## src/rtl/inst_axi_rd_bridge_pkg.sv

```systemverilog
// ----------------------------------------------------------------------------
// inst_axi_rd_bridge_pkg
//   Shared AXI / SRAM-like defines for the instruction-side read bridge.
//   Holds the bridge FSM state encoding, the fixed AXI burst constants, and a
//   small helper that converts an SRAM-like transfer size into an AXI ARSIZE.
// ----------------------------------------------------------------------------
package inst_axi_rd_bridge_pkg;

    // Bridge FSM states. Two bits, one state per phase of a single
    // outstanding transaction.
    typedef enum logic [1:0] {
        ST_IDLE = 2'b00,  // waiting for an SRAM-like read request
        ST_AR   = 2'b01,  // AXI read-address handshake in progress
        ST_R    = 2'b10,  // waiting for the single AXI read-data beat
        ST_DONE = 2'b11   // one-cycle data_ok pulse back to the initiator
    } state_t;

    // Every request becomes exactly one AXI beat, so ARLEN is always zero.
    localparam logic [7:0] ARLEN_SINGLE = 8'd0;

    // SRAM-like size encoding for a full 32-bit word.
    localparam logic [1:0] SIZE_WORD    = 2'b10;

    // SRAM-like sizes 0/1/2 (byte/half/word) line up with AXI ARSIZE 0/1/2,
    // so the conversion is just a zero-extension to three bits.
    function automatic logic [2:0] to_arsize(input logic [1:0] sram_size);
        return {1'b0, sram_size};
    endfunction

endpackage : inst_axi_rd_bridge_pkg

```

## src/rtl/inst_axi_rd_bridge.sv

```systemverilog
// ----------------------------------------------------------------------------
// inst_axi_rd_bridge
//   Instruction-side responder for the SRAM-like fetch interface. Each accepted
//   single-beat read request is turned into one AXI read burst of length one,
//   and the returned beat is handed back with a one-cycle inst_data_ok pulse.
//   Only one transaction is ever outstanding.
//
// Ports
//   clk, rst          core clock; asynchronous active-high reset
//   inst_req          SRAM-like request valid
//   inst_wr           SRAM-like write flag (writes are never accepted)
//   inst_size         transfer size: 0=byte, 1=half, 2=word
//   inst_addr         request address
//   inst_wdata        write data, ignored by this read-only bridge
//   inst_addr_ok      request accepted this cycle
//   inst_data_ok      read data valid this cycle (single-cycle pulse)
//   inst_rdata        last captured read data
//   araddr/arlen/arsize/arvalid/arready   AXI read-address channel
//   rdata/rvalid/rready                   AXI read-data channel
// ----------------------------------------------------------------------------
module inst_axi_rd_bridge
    import inst_axi_rd_bridge_pkg::*;
#(
    parameter int ADDR_W = 32
) (
    input  logic              clk,
    input  logic              rst,

    input  logic              inst_req,
    input  logic              inst_wr,
    input  logic [1:0]        inst_size,
    input  logic [ADDR_W-1:0] inst_addr,
    input  logic [31:0]       inst_wdata,
    output logic              inst_addr_ok,
    output logic              inst_data_ok,
    output logic [31:0]       inst_rdata,

    output logic [ADDR_W-1:0] araddr,
    output logic [7:0]        arlen,
    output logic [2:0]        arsize,
    output logic              arvalid,
    input  logic              arready,

    input  logic [31:0]       rdata,
    input  logic              rvalid,
    output logic              rready
);

    state_t            state;
    state_t            state_next;

    logic [ADDR_W-1:0] addr_q;
    logic [1:0]        size_q;
    logic [31:0]       rdata_q;

    logic              accept;
    logic              capture;

    // The write-data bus exists only to match the SRAM-like interface shape;
    // folding it into a dummy signal keeps it visibly intentional.
    logic              unused_wdata;
    assign unused_wdata = ^inst_wdata;

    // A request is taken only while idle and only when it is a read. A write
    // request is left hanging on purpose: the initiator stalls, which makes the
    // illegal access obvious at system level instead of silently dropping it.
    assign accept  = (state == ST_IDLE) && inst_req && !inst_wr;

    // The read beat is consumed only while waiting for it, so a stray rvalid
    // in any other state is neither acknowledged nor captured.
    assign capture = (state == ST_R) && rvalid;

    // State register. Reset drops the bridge straight back to idle, which also
    // deasserts arvalid/rready in the same cycle because they decode from state.
    always_ff @(posedge clk or posedge rst) begin
        if (rst) begin
            state <= ST_IDLE;
        end else begin
            state <= state_next;
        end
    end

    // Next-state logic. AR and R wait indefinitely on their handshakes; there
    // is no timeout because the interconnect is trusted to respond eventually.
    always_comb begin
        state_next = state;
        case (state)
            ST_IDLE: begin
                if (accept) begin
                    state_next = ST_AR;
                end
            end
            ST_AR: begin
                if (arready) begin
                    state_next = ST_R;
                end
            end
            ST_R: begin
                if (rvalid) begin
                    state_next = ST_DONE;
                end
            end
            ST_DONE: begin
                state_next = ST_IDLE;
            end
            default: begin
                state_next = ST_IDLE;
            end
        endcase
    end

    // Output decode. addr_ok is only possible in IDLE and data_ok only in DONE,
    // so the two handshakes can never coincide.
    always_comb begin
        inst_addr_ok = 1'b0;
        inst_data_ok = 1'b0;
        arvalid      = 1'b0;
        rready       = 1'b0;
        case (state)
            ST_IDLE: inst_addr_ok = accept;
            ST_AR:   arvalid      = 1'b1;
            ST_R:    rready       = 1'b1;
            ST_DONE: inst_data_ok = 1'b1;
            default: begin
                inst_addr_ok = 1'b0;
            end
        endcase
    end

    // Request holding registers. Address and size are frozen at acceptance so
    // that araddr/arsize stay stable for the whole AR handshake even if the
    // initiator changes its bus afterwards.
    always_ff @(posedge clk or posedge rst) begin
        if (rst) begin
            addr_q <= '0;
            size_q <= 2'b00;
        end else if (accept) begin
            addr_q <= inst_addr;
            size_q <= inst_size;
        end
    end

    // Read-data holding register. It only updates on the consumed beat, so the
    // last fetched word stays visible between transactions.
    always_ff @(posedge clk or posedge rst) begin
        if (rst) begin
            rdata_q <= 32'h0000_0000;
        end else if (capture) begin
            rdata_q <= rdata;
        end
    end

    assign araddr     = addr_q;
    assign arsize     = to_arsize(size_q);
    assign arlen      = ARLEN_SINGLE;
    assign inst_rdata = rdata_q;

    // Protocol guards: the two SRAM-like handshakes are mutually exclusive, and
    // once arvalid is raised it must hold, with a stable address, until taken.
    a_no_addr_data_overlap: assert property (
        @(posedge clk) disable iff (rst) !(inst_addr_ok && inst_data_ok)
    );

    a_arvalid_held: assert property (
        @(posedge clk) disable iff (rst)
        (arvalid && !arready) |=> (arvalid && $stable(araddr) && $stable(arsize))
    );

endmodule : inst_axi_rd_bridge
```

## config.mk

```make
export PLATFORM = sky130hd
export DESIGN_NAME = inst_axi_rd_bridge
export DESIGN_NICKNAME = d
export VERILOG_FILES = /design/src/rtl/inst_axi_rd_bridge_pkg.sv /design/src/rtl/inst_axi_rd_bridge.sv
export SDC_FILE = /design/constraint.sdc
export NUM_CORES = 1
export LEC_CHECK = 0
export CAP_MARGIN = 20
export CORE_ASPECT_RATIO = 1.25
export CORE_MARGIN = 4
export CORE_UTILIZATION = 30
export DETAILED_ROUTE_END_ITERATION = 10
export GPL_TIMING_DRIVEN = 1
export MAX_ROUTING_LAYER = met4
export PLACE_DENSITY_LB_ADDON = 0.3
export REMOVE_ABC_BUFFERS = 1
export SKIP_CTS_REPAIR_TIMING = 1
export SYNTH_ARGS = -nofsm -noshare
export SYNTH_HDL_FRONTEND = slang
export SYNTH_SLANG_ARGS = --single-unit
```

## constraint.sdc

```tcl
create_clock -name clk -period 4.6 [get_ports clk]
set_clock_uncertainty 0.1 [all_clocks]
set_input_delay 0.69 -clock clk [delete_from_list [all_inputs] [get_ports clk]]
set_output_delay 0.69 -clock clk [all_outputs]
set_load 0.01 [all_outputs]
```

After elaboration in Yosys (flattened, before gate mapping)
Cells that the tools add are included.
{"block": "word_totals", "regBits": 68, "elab_cells": 24}
{"block": "classes", "n_eq_ne": 6, "n_mux": 8, "n_reduce_logical": 6}
{"op": "one-hot mux 2 bit (4 select lines)", "n": 1}
{"op": "two-way mux 2 bit", "n": 3}
{"op": "!= test 2 bit, second input constant", "n": 3}
{"op": "== test 2 bit, second input constant", "n": 2}
{"op": "two-way mux 1 bit", "n": 4}
{"op": "logical AND 1 bit", "n": 3}
{"op": "AND reduction 3 bit", "n": 1}
{"op": "== test 2 x 1 -> 1 bit, second input constant", "n": 1}
{"op": "logical NOT 2 bit", "n": 1}
{"op": "logical NOT 1 bit", "n": 1}

Logic depth before layout (Yosys ltp)
Gate-level depths: netlist of run 1.
{"block": "logic_depth", "depth_word": 5, "mapped_depth": 5, "ltp_nobuf": 4}

Worst setup path after synthesis of run 1
OpenSTA, ideal clock, no wires.
{"block": "synth_path", "kind": "input-to-output", "from": "in inst_wr", "to": "out inst_addr_ok", "t_arrival_ps": 1266, "required_time_ps": 3810, "setup_slack_ps": 2544, "stages": 3, "path_cell_list": "nand3b_2 > buf_2 > inv_1"}
{"block": "synth_between", "elab_chain_len": 3}
{"element": "start: declaration", "line_no": "inst_axi_rd_bridge.sv:30", "rtl": "input logic inst_wr,"}
{"element": "logical NOT 1 bit", "line_no": "inst_axi_rd_bridge.sv:67", "rtl": "assign accept = (state == ST_IDLE) && inst_req && !inst_wr;"}
{"element": "logical AND 1 bit", "line_no": "inst_axi_rd_bridge.sv:67"}
{"element": "two-way mux 1 bit", "line_no": "inst_axi_rd_bridge.sv:119", "rtl": "case (state)"}
{"element": "end: declaration", "line_no": "inst_axi_rd_bridge.sv:34", "rtl": "output logic inst_addr_ok,"}
Every way passes these cells.

Worst setup path after layout of run 1
Same ends and word-level chain as after synthesis.

==> results of run 1 <==
-- worst max path at each step --
| stage | from | to | slack [ps] |
|---|---|---|---|
| 6_report | inst_wr | inst_addr_ok | 1860 |
| 5_1_grt | inst_wr | inst_addr_ok | 1790 |
| 4_1_cts | inst_wr | inst_addr_ok | 1820 |
| 3_5_place_dp | inst_wr | inst_addr_ok | 1820 |
| 3_3_place_gp | inst_wr | inst_addr_ok | 1820 |
| 2_1_floorplan | rst | araddr[0] | 2100 |
-- kinds of logic (layout without fill, tap and decap cells) --
| kind of cell | count (synthesis) | after routing | synth area share, % |
|---|---|---|---|
| other | 1 | 9 | 0.140 |
| buffers and inverters | 21 | 165 | 4.47 |
| DFF | 68 | 68 | 63.3 |
| muxes | 68 | 68 | 28.4 |
| and+or+nand+nor | 4 | 4 | 0.931 |
| AOI/OAI and AO/OA | 1 | 1 | 0.372 |
| adders and majority gates | 5 | 5 | 2.33 |
-- power by group through the flow --
stage	Clock [uW]	Sequential, uW	Combinational, uW
after global routing	569	1090	1420
final	523	1050	1330
after detailed placement	0	1060	1350
after floorplan	0	1200	428
after global placement	0	1040	1340
after CTS	548	1050	1360
-- through the flow --
stage          util [%]  instances  worst slack, ps
2_1_floorplan         -        161             2100
6_report           50.8        440             1860
5_1_grt            50.8        440             1790
4_1_cts            50.8        440             1820
3_3_place_gp       48.3        425             1820
3_5_place_dp       48.3        425             1820
-- state kept, by name, indices dropped and copies added, names as in the netlist --
name        flops
state           2
inst_rdata     32
araddr         32
size_q          2
-- final cells by class --
cell class / instances / area, sq um
tap: 120 / 150
sequential: 68 / 1700
multi-input combinational: 87 / 896
fill: 779 / 4280
inverter: 6 / 22.5
clock buffer: 9 / 124
timing repair buffer: 144 / 1430
clock inverter: 6 / 90.1
-- synthesized netlist by cell type (all sizes together) --
cell and count:
a222oi 1, nand2b 1, buf 15, ha 5, nand2 1, inv 6
dfrtp 68, nor2 1, conb 1, mux2 67, nand3b 1, mux2i 1
-- metal layers --
metal / track usage (%) / share of wire, % / vias to the layer above
met5: - / 0 / -
met4: 5.28 / 1.5 / 0
met3: 4.29 / 8.7 / 8
met2: 18.7 / 48 / 97
met1: 14.0 / 42 / 875
li1: - / - / 854
==> out/metrics.csv, run 1 <==
metric;value;unit
clk_lat worst skew;330;ps
RSZ-0062 raised after global routing;false;
Sw Ratio;28.6;%
Final Hold Slack;404;ps
leakage;0.00189;uW
final slew viol count;0;
port buffer count;141;
vias in the first global route;2018;
commonest non-fill, non-tap cell in the layout;clkdlybuf4s50_1;
hold crit path type;reg2reg;
Worst Path Buf+Inv;3;
WHS Path Cells;1;
WHS Endpoint;inst_rdata[10];
I/O Pins;183;
crit path kind;in2out;
Die Wd;92.7;um
Placeable Area;8700;sq um
Final setup viols;0;
WP data arrival;1950;ps
Chip Height;114;um
Max Cap Viol;0;
CP max stage delay;560;ps
CTS tree;built;
clock power share;18.1;%
DR vias;1834;
Yosys cell types;14;
Critical Path RT;3810;ps
Worst-Margin Slew;849;ps
Switch Pwr;828;uW
ant diodes;0;
Cells after Synth;168;
Final period util;59.6;%
number of cells on the critical path;4;
total track usage;12.0;%
first-pass GRT wire length;9650;um
Max Freq;365;MHz
number of buffers on the longest clock path;2;
Relative slew margins;43.3;%
largest net degree at the start of global routing;42;
Critical Path Source Type;primary input;
top-area cell type share of the netlist area;63.3;%
share of layout cells above drive strength 1;26.9;%
DRT Pass-1 Iters;4;
die area;10500;sq um
sequential share of the synthesized area;63.3;%
Syn Area/Cell;16.0;sq um
peak supply drop;262;uV
Vias/cell;4.17;
Pint;2070;uW
Num CTS Buffers;9;
depth of the most critical reg-to-reg path;5;
GR Overflow Total;0;
logic gate share of total power;45.8;%
NumNets Final;425;
CTS clk-pin slew, worst paths;70;ps
worst r2r dst;araddr[28];
area grow syn2layout;64.4;%
#FFs+latches synth;68;
WL/cell;13.6;um
RR Startpoint;state[0];
DRT Wirelength;5980;um
H-Tree Depth;3;
most frequent cells in the layout;clkdlybuf4s50_1, dfrtp_1, mux2_2;
design area;4420;sq um
crit-path most repeated cell;clkdlybuf4s50_1;
Initial Util;30.9;%
Final TNS setup;0;ps
dpl hpwl;4480;um
CP delay by family, top;buffers and inverters;
DRC;0;
worst-path maximum fanout;2;
ANT nets after route;0;
site row count;38;
Num Clock Sinks;68;
placed cell areas;4200;sq um
CP Capture Type;primary output;
HP Start;inst_rdata[10];
Final Hold Viols;0;
Worst R2R Setup Slack;2770;ps
DR iter-0 viols;13;
Root Buffer;clkbuf_8;
PwrDens;655;nW/um^2
initial antenna violation count;0;
post-synth top area cell;dfrtp_1;
status;completed;
Period minus WS final;2740;ps
power share of the sequential group;36.1;%
Cell Chain, Critical Path;clkdlybuf4s50_1 > nand3b_2 > inv_1 > clkdlybuf4s50_1;
CP max-delay cell;clkdlybuf4s50_1;
synth top area cells;dfrtp_1, mux2_2, buf_4;
synthesized area;2690;sq um
Pwr Total;2900;uW
yosys warns;0;
Final GP Congestion;0.678;
Power figures use the tool's default switching activity.
==> inputs of run 2 (changes only) <==
==> constraint.sdc (replaced) <==
create_clock -name clk -period 2.7 [get_ports clk]
set_clock_uncertainty 0.1 [all_clocks]
set_input_delay 0.405 -clock clk [delete_from_list [all_inputs] [get_ports clk]]
set_output_delay 0.405 -clock clk [all_outputs]
set_load 0.01 [all_outputs]
==> out/metrics.csv, run 2 (synthesis results as in run 1) <==
metric;value;unit;change
port buffer count;141;;unchanged
Relative slew margins;64.3;%;+21 points
clock power share;16.9;%;-1.2 points
logic gate share of total power;46.3;%;+0.5 points
Final setup viols;0;;unchanged
clk_lat worst skew;330;ps;about the same
initial antenna violation count;0;;unchanged
status;completed;;
Period minus WS final;2320;ps;
Vias/cell;4.20;;+0.76%
NumNets Final;426;;+0.24%
placed cell areas;4220;sq um;+0.48%
Worst R2R Setup Slack;830;ps;-1940 ps
Multi-input gate area;896;sq um;unchanged
Root Buffer;clkbuf_8;;
Final Hold Viols;0;;unchanged
Non-Filler Instances;440;;unchanged
most frequent cells in the layout;clkdlybuf4s50_1, dfrtp_1, mux2_2;;
area grow syn2layout;64.2;%;about the same
Chip Height;114;um;unchanged
Cell Chain, Critical Path;inv_1 > ha_1 > nand3b_2 > inv_1 > clkdlybuf4s50_1;;
I/O Pins;183;;unchanged
Die Wd;92.7;um;unchanged
hold crit path type;in2async;;
FF+latch area;1700;sq um;unchanged
ant diodes;0;;unchanged
DRC;0;;unchanged
peak supply drop;620;uV;+140%
share of layout cells above drive strength 1;26.6;%;-0.31 points
WP data arrival;1810;ps;-140 ps
Final GP Congestion;0.664;;-2.1%
worst-path maximum fanout;4;;+2
Num Clock Sinks;68;;unchanged
RSZ-0062 raised after global routing;false;;
first-pass GRT wire length;9690;um;+0.43%
Sw Ratio;28.5;%;-0.097 points
Placeable Area;8700;sq um;unchanged
Max Freq;431;MHz;
DR vias;1848;;+0.76%
Critical Path Source Type;register;;
power share of the sequential group;36.8;%;+0.7 points
DR iter-0 viols;34;;+21
crit path kind;reg2out;;
CTS clk-pin slew, worst paths;80;ps;about the same
DRT Pass-1 Iters;4;;unchanged
Pint;3480;uW;+68%
PwrDens;1100;nW/um^2;+68%
DRT Wirelength;6020;um;+0.64%
dpl hpwl;4520;um;+0.76%
largest net degree at the start of global routing;35;;-17%
final slew viol count;0;;unchanged
placed cells;426;;+0.24%
leakage;0.00189;uW;+0.13%
crit-path most repeated cell;inv_1;;
Worst-Margin Slew;534;ps;-315 ps
number of buffers on the longest clock path;2;;unchanged
CP max stage delay;560;ps;about the same
CP max-delay cell;clkdlybuf4s50_1;;
total track usage;12.1;%;+0.10 points
Critical Path RT;2190;ps;-1620 ps
CP Capture Type;primary output;;
Switch Pwr;1380;uW;+67%
H-Tree Depth;3;;unchanged
Num CTS Buffers;9;;unchanged
vias in the first global route;1961;;-2.8%
WL/cell;13.7;um;+0.64%
design area;4410;sq um;about the same
GR Overflow Total;0;;unchanged
Final TNS setup;0;ps;unchanged
Initial Util;30.9;%;unchanged
die area;10500;sq um;unchanged
ANT nets after route;0;;unchanged
Fillers;776;;-0.39%
CTS tree;built;;
commonest non-fill, non-tap cell in the layout;clkdlybuf4s50_1;;
Final period util;85.8;%;
site row count;38;;unchanged
Max Cap Viol;0;;unchanged
## run 2: layout make-up
type                            instances  area share [%]
Timing Repair Buffer                  145            32.9
Multi-Input combinational cell         87            20.3
Clock buffer                           12            3.51
Clock inverter                          2           0.794
Inverter                                6           0.510
Tap cell                              120            3.40
Sequential cell                        68            38.5
## run 2: path summary, 6_finish.rpt
| kind | start | to | cells after the start |
|---|---|---|---|
| max | state[0] | inst_addr_ok | 5 |
| min | rst | state[0] | 2 |
| max reg2reg | state[0] | araddr[6] | 5 |
| min reg2reg | inst_rdata[30] | inst_rdata[30] | 1 |
| max in group asynchronous | rst | inst_rdata[22] | 3 |
| min in group clk | inst_rdata[30] | inst_rdata[30] | 1 |
## run 2: through the flow
step           setup WS (ps)  power (uW)  utilization, %  hold WS [ps]
2_1_floorplan            483        2770               -           412
5_1_grt                  251        5190            50.7           383
6_report                 382        4860            50.7           336
4_1_cts                  323        4960            50.7           344
3_3_place_gp             503        4060            48.5           385
3_5_place_dp             503        4110            48.5           391
## run 2: critical path: cells and delay by family (launching register included)
| family | cells | cell delay (ps) |
|---|---|---|
| buffers and inverters | 3 | 760 |
| flip-flops | 1 | 410 |
| adder cells (fa/ha/maj) | 1 | 200 |
| AND/OR/NAND/NOR | 1 | 120 |
## run 2: per-layer routing
metal  vias up  GRT usage (%)  wire length, um  part of all wire [%]
met5         -              -                0                     0
met4         0           5.57               84                   1.4
met3         8           2.90              403                   6.7
met2        98           19.2             2930                    49
met1       890           14.7             2600                    43
li1        852              -                -                     -
## run 2: power groups by stage
stage | Clock [uW] | Combinational (uW) | Sequential (uW)
floorplan | 0 | 729 | 2040
global placement | 0 | 2280 | 1780
detailed placement | 0 | 2300 | 1810
CTS | 858 | 2300 | 1800
global route | 895 | 2420 | 1870
finish | 819 | 2250 | 1790
